--- src/rtl/nibble_frame_tx.sv ---
// nibble_frame_tx
//   Transmit side of the packed-nibble operand link. Bytes arrive on a
//   valid/ready port and leave on a 4-bit pin bus as nibble pairs, high
//   nibble first. After every FRAME_LEN bytes one checksum nibble is
//   appended: the mod-16 sum of every nibble in the frame, which matches
//   the nibble-add done by the receiving adder.
//
// Parameters
//   FRAME_LEN    data bytes per frame, 1..15
// Ports
//   clk          rising-edge clock
//   reset        asynchronous, active-high
//   in_data      byte to transmit
//   in_valid     in_data is valid
//   in_ready     block can accept a byte this cycle
//   nib_out      nibble on the pin bus
//   nib_valid    nib_out is valid
//   nib_ready    sink accepts nib_out this cycle
//   nib_sof      current nibble is the first nibble of a frame
//   nib_last     current nibble is the frame checksum
//   frames_sent  completed frame count, wraps 255 -> 0
module nibble_frame_tx #(
  parameter int FRAME_LEN = 4
) (
  input  logic       clk,
  input  logic       reset,
  input  logic [7:0] in_data,
  input  logic       in_valid,
  output logic       in_ready,
  output logic [3:0] nib_out,
  output logic       nib_valid,
  input  logic       nib_ready,
  output logic       nib_sof,
  output logic       nib_last,
  output logic [7:0] frames_sent
);

  typedef enum logic [1:0] {IDLE, HI, LO, CSUM} state_t;

  localparam logic [3:0] LAST_IDX = 4'(FRAME_LEN - 1);

  state_t     state;
  state_t     state_nxt;
  logic [7:0] data_q;
  logic [3:0] byte_cnt;
  logic [3:0] csum;

  // Checksum accumulation: 4-bit add, carry discarded (mod 16).
  function automatic logic [3:0] nib_add(input logic [3:0] a, input logic [3:0] b);
    nib_add = a + b;
  endfunction

  always_ff @(posedge clk or posedge reset) begin
    if (reset) begin
      state <= IDLE;
    end else begin
      state <= state_nxt;
    end
  end

  // Outputs decode from state and registers only, so no input reaches an
  // output combinationally.
  always_comb begin
    state_nxt = state;
    in_ready  = 1'b0;
    nib_valid = 1'b0;
    nib_out   = 4'h0;
    nib_sof   = 1'b0;
    nib_last  = 1'b0;
    case (state)
      IDLE: begin
        in_ready = 1'b1;
        if (in_valid) state_nxt = HI;
      end
      HI: begin
        nib_valid = 1'b1;
        nib_out   = data_q[7:4];
        nib_sof   = (byte_cnt == 4'd0);
        if (nib_ready) state_nxt = LO;
      end
      LO: begin
        nib_valid = 1'b1;
        nib_out   = data_q[3:0];
        if (nib_ready) state_nxt = (byte_cnt == LAST_IDX) ? CSUM : IDLE;
      end
      CSUM: begin
        nib_valid = 1'b1;
        nib_out   = csum;
        nib_last  = 1'b1;
        if (nib_ready) state_nxt = IDLE;
      end
      default: state_nxt = IDLE;
    endcase
  end

  // Datapath registers. Reset abandons any partial frame, so the running
  // checksum and byte position restart clean.
  always_ff @(posedge clk or posedge reset) begin
    if (reset) begin
      data_q      <= 8'h00;
      byte_cnt    <= 4'd0;
      csum        <= 4'h0;
      frames_sent <= 8'd0;
    end else begin
      case (state)
        IDLE: begin
          if (in_valid) data_q <= in_data;
        end
        HI: begin
          if (nib_ready) csum <= nib_add(csum, data_q[7:4]);
        end
        LO: begin
          if (nib_ready) begin
            csum <= nib_add(csum, data_q[3:0]);
            // On the last byte byte_cnt is left alone; CSUM clears it.
            if (byte_cnt != LAST_IDX) byte_cnt <= byte_cnt + 4'd1;
          end
        end
        CSUM: begin
          if (nib_ready) begin
            csum        <= 4'h0;
            byte_cnt    <= 4'd0;
            frames_sent <= frames_sent + 8'd1;
          end
        end
        default: ;
      endcase
    end
  end

endmodule
--- config.mk ---
export PLATFORM = sky130hd
export DESIGN_NAME = nibble_frame_tx
export DESIGN_NICKNAME = d
export VERILOG_FILES = /design/src/rtl/nibble_frame_tx.sv
export SDC_FILE = /design/constraint.sdc
export NUM_CORES = 1
export LEC_CHECK = 0
export CORE_ASPECT_RATIO = 0.7
export CORE_MARGIN = 4
export CORE_UTILIZATION = 40
export CTS_BUF_LIST = sky130_fd_sc_hd__clkbuf_2 sky130_fd_sc_hd__clkbuf_4 sky130_fd_sc_hd__clkbuf_8
export DETAILED_ROUTE_END_ITERATION = 10
export PLACE_DENSITY = 0.72
export SYNTH_ARGS = -nofsm -noshare
export SYNTH_HDL_FRONTEND = slang
export SYNTH_SLANG_ARGS = --single-unit
--- constraint.sdc ---
create_clock -name clk -period 1.92 [get_ports clk]
set_input_delay 0.384 -clock clk [delete_from_list [all_inputs] [get_ports clk]]
set_output_delay 0.384 -clock clk [all_outputs]
set_load 0.005 [all_outputs]
Word level (Yosys, flattened, before mapping)
Cells that the tools add are included.
Widths: inputs -> output; s select.
{"block": "op_classes", "n_reduce_logical": 10, "addsub": 4, "n_mux": 18, "n_eq_ne": 10}
{"operator": "$pmux 4 s3", "n": 2}
{"operator": "$mux 4", "n": 5}
{"operator": "$reduce_and 4->1", "n": 3}
{"operator": "$mux 2", "n": 5}
{"operator": "$ne 2x2->1 const B", "n": 5}
{"operator": "$add 4x4->4", "n": 2}
{"operator": "$add 8x1->8 const B", "n": 1}
{"operator": "$pmux 2 s4", "n": 1}
{"operator": "$pmux 4 s2", "n": 1}
{"operator": "$add 4x1->4 const B", "n": 1}
{"operator": "$eq 2x2->1 const B", "n": 2}
{"operator": "$eq 4x2->1 const B", "n": 1}
{"operator": "$logic_not 4->1", "n": 1}
{"operator": "$mux 1", "n": 4}
{"operator": "$ne 4x2->1 const B", "n": 1}
{"operator": "$reduce_and 2->1", "n": 2}
{"operator": "$reduce_bool 3->1", "n": 1}
{"operator": "$reduce_or 3->1", "n": 1}
{"operator": "$eq 2x1->1 const B", "n": 1}
{"operator": "$logic_not 2->1", "n": 1}
{"operator": "$reduce_bool 2->1", "n": 1}
{"block": "totals", "output_inout_bits": 16, "register_bits": 26, "elab_cells": 47}

Logic depth before layout (Yosys ltp)
{"block": "depth", "depth_word": 4, "mapped_depth": 9}

Worst setup path before layout
OpenSTA, ideal clock, no wires.
{"block": "synth_path", "kind": "register to register", "startpoint": "register state[0]", "endpoint": "register csum[3]", "n_path_buf": 1, "setup_slack_ps": -95, "period_less_slack_ps": 2015, "stages_incl_launch_ff": 10, "arrival_time_ps": 1935, "t_required_ps": 1840, "setup_ps": 80, "cell_sequence": "dfrtp_1 nor2b_1 clkbuf_2 mux2_2 ha_1 a21o_1 a21oi_1 a21oi_1 nand2b_1 o211ai_2"}
{"block": "synth_between", "elab_chain_cells": 3, "elab_cells_between_ends": 9, "classes_between": "eq/ne: 6; mux: 1; reduce/logical: 2"}
{"item": "from (decl)", "line_no": "42", "text": "state_t state;"}
{"item": "from (signal assigned)", "line_no": "57", "text": "state <= state_nxt;"}
{"item": "$eq 2x1->1 / $eq 2x2->1 (equally long branches)", "line_no": "105", "text": "case (state)"}
{"item": "$ne 2x2->1 (no line) / $reduce_bool 3->1 (equally long branches)"}
{"item": "$reduce_and 4->1 (no line)"}
{"item": "to (signal assigned)", "line_no": "110", "text": "if (nib_ready) csum <= nib_add(csum, data_q[7:4]);"}
{"item": "to (signal assigned)", "line_no": "114", "text": "csum <= nib_add(csum, data_q[3:0]);"}
{"item": "to (decl)", "line_no": "46", "text": "logic [3:0] csum;"}
Parallel ways exist; a longest one is shown, timed or not.
A chain may end at the register's enable or synchronous reset.

Worst setup path after layout
Same ends and word-level chain as after synthesis.

==> metrics.yaml <==
global_routing:
  grt_pass1_vias: 1214
  antenna_found_initial: 0
  gr-total-overflow: 0
  grt_max_degree: 27
  track_usage_pct: 15.76
  grt_pass1_wl_mm: 5.720
place:
  port_buffers: 27
  hpwl_mm: 2.237
  preCtsSetupSlack_ps: -21.01
  gp_congestion: 0.8521
  dp_cells: 213
  place_area_um2: 1829
timing:
  max_slew_margin_pct: 67.47
  finalHoldViolCount: 0
  tightest_slew_ps: 482.9
  rsz0062_at_grt: "true"
  setup_viol: 5
  finalCritPeriodShare_pct: 107.1
  finalClockSkew_ps: 6.132
  slew_violations: 0
  max_freq_mhz: 486.4
  final.min_clock_period_ps: 2056
  holdWs_ps: 460.3
  postLayoutSetupSlackWorst_ps: -136.0
synth:
  syn-num-nets: 154
  yosysSeqAreaShare_pct: 44.22
  syn_inst: 135
  ys_ff_latch: 26
  syn-cell-area_um2: 1471
  async_reset_ff_share_pct: 100.0
  yosysWarnings: 0
  avgSynthCellArea_um2: 10.90
  synth-main-ff-cell: "dfrtp_1"
  synth-edff-count: 0
  ys_types: 33
finish:
  area_growth_pct: 40.65
  final_layout_size_suffix_gt1_share_pct: 34.62
  final_nets: 202
  stdcell_area_um2: 2069
  diodes: 0
  stdcell_count: 232
worst_setup_path:
  cp-end-kind: "register"
  worst_path_largest_cell_delay_ps: 410
  r2r-end: "csum[3]"
  path_cells: "buf_6 -> nor2b_4 -> buf_6 -> mux2_4 -> ha_4 -> a21o_1 -> a21oi_2 -> a21oi_1 -> nand2b_1 -> o211ai_2"
  cp_data_required_time_ps: 2120
  regToRegSetupSlack_ps: -140
  critical_path.top_delay_family: "compound AO/OA/AOI/OAI gates"
  crit_slowest_cell: "dfrtp_1"
  critPathLaunchType: "register"
  worstReg2RegStart: "state[0]"
  critPathBufInv: 2
  worstPathArrival_ps: 2260
  cpMostUsedCell: "buf_6"
  timing_worst_setup_path_type: "reg2reg"
  path_max_fanout: 3
  ff2ff_path_depth: 10
cts:
  numCtsBuffers: 3
  root_buffer: "clkbuf_8"
  cts_tree: "done"
  insertion_delay_ps: 280
  clockBufferDepth: 2
  path_clk_slew_ps: 90
  holdBufCountCts: 0
  cts.sinks: 26
  htreeDepth: 1
floorplan:
  coreArea_um2: 3536
  fp.dieW_um: 80.49
  num_rows: 18
  fp.dieH_um: 58.75
  die_area_um2: 4728
  start_util_pct: 41.61
  pin_count: 28
routing:
  wire_per_inst_um: 14.95
  drtIter0Drc: 67
  wirelength_mm: 3.469
  vias_per_cell: 4.974
  drc: 0
  ant_nets: 0
  firstDrtPassIters: 4
  vias: 1154
pwr:
  ir_worst_vdd_v: 0.0005935
  leakage_nw: 0.9620
  total_power_mw: 3.485
  powerDensity_nw_per_um2: 1684
status:
  outcome: "finished, violations left"
  violations: "negative setup slack"
hold_path:
  hold_path.class: "in2async"
run:
  drv_cap: 0
state kept, by name (all words and copies together) (netlist names):
| name | flops |
|---|---|
| csum | 4 |
| state | 2 |
| byte_cnt | 4 |
| data_q | 8 |
| frames_sent | 8 |
stage by stage:
| step | setup TNS [ps] | utilization, % |
|---|---|---|
| detailed placement | -35.86 | 51.73 |
| global placement | 0 | 51.73 |
| floorplan | 0 | - |
| CTS | -180.8 | 57.89 |
| finish | -178.6 | 58.53 |
| global route | -448.2 | 58.53 |
area by class of cell:
| cell class | instances | area (um2) |
|---|---|---|
| clock buffers | 3 | 41.29 |
| clock inverters | 1 | 30.03 |
| fillers | 297 | 1466 |
| inverters | 10 | 42.54 |
| multi-input cells | 93 | 809.5 |
| flip-flops and latches | 26 | 650.6 |
| well taps | 50 | 62.56 |
| repair buffers | 49 | 432.9 |
cell usage after synthesis (all sizes together), types with 5 or more instances:
master	n	area share, %
dfrtp	26	44
mux2	16	12
inv	10	2.7
nor2	9	2.8
nand2	8	2.6
o21ai	8	2.7
ha	6	5.1
a21oi	5	1.7
buf	5	2.9
nand3	5	1.7
xnor2	5	3.0
xor2	5	3.0
how the worst max path moves through the flow:
stage | startpoint | slack (ps) | endpoint | cells after the start
2_1_floorplan | state[0] | 40 | csum[3] | 9
3_3_place_gp | state[0] | 6 | csum[3] | 9
5_1_grt | state[0] | -220 | csum[3] | 10
6_report | state[0] | -140 | csum[3] | 10
3_5_place_dp | state[0] | -20 | csum[1] | 7
4_1_cts | state[0] | -100 | nib_out[3] | 5
power by group:
| group | internal (mW) | leakage [nW] | switching (mW) | total (mW) |
|---|---|---|---|---|
| logic | 1.14 | 0.599 | 0.878 | 2.02 |
| clock network | 0.279 | 0.0357 | 0.182 | 0.462 |
| registers | 0.771 | 0.327 | 0.230 | 1.00 |
| total | 2.19 | 0.962 | 1.29 | 3.48 |
cell families (layout without fill, tap and decap cells):
| group | after synthesis | count (layout) | share of synthesized area (%) |
|---|---|---|---|
| simple gates | 39 | 39 | 15.05 |
| flops | 26 | 26 | 44.22 |
| compound gates | 21 | 21 | 10.12 |
| mux | 16 | 16 | 12.24 |
| buf+inv | 16 | 63 | 5.951 |
| xor+xnor | 10 | 10 | 5.952 |
| fa+ha+maj | 7 | 7 | 6.463 |
metal layers:
| metal | track usage, % | part of all wire [%] |
|---|---|---|
| met3 | 3.670 | 3.7 |
| met5 | 0 | 0 |
| met4 | 2.892 | 0.37 |
| met1 | 20.69 | 48 |
| met2 | 27.00 | 48 |
cells in the final DEF (no fill, tap or decap), types with 2 or more instances in the layout:
cell,netlist,routed
mux2_2,16,11
clkdlybuf4s50_1,0,19
dfrtp_1,26,26
o21ai_0,7,5
clkbuf_2,1,3
xnor2_1,5,5
inv_1,9,8
dlygate4sd2_1,0,4
a22o_1,4,4
nand4_1,3,3
o21ai_1,1,2
nand2b_1,3,3
buf_6,2,6
buf_4,2,16
nor2_1,8,7
a21o_1,2,2
xor2_1,5,5
nand2_1,7,7
nand3_1,5,4
mux2_4,0,5
nor2_4,1,2
ha_1,6,4
clkbuf_8,0,3
a21oi_1,5,4
nor2b_1,3,2
and3_1,2,2
ha_4,0,2
tightest hold or removal path, cell delays in order:
cell and delay (ps):
clkdlybuf4s50_1 400, inv_1 50, buf_4 310
what timing repair did:
item	CTS	global route
endpoints found under the hold margin	0	0
buffers inserted	12	2
resized for setup	32	10
setup endpoints to repair	10	7
pin swaps	6	5
cloned	1	0
Note: power is estimated with default switching activity, not from simulation.
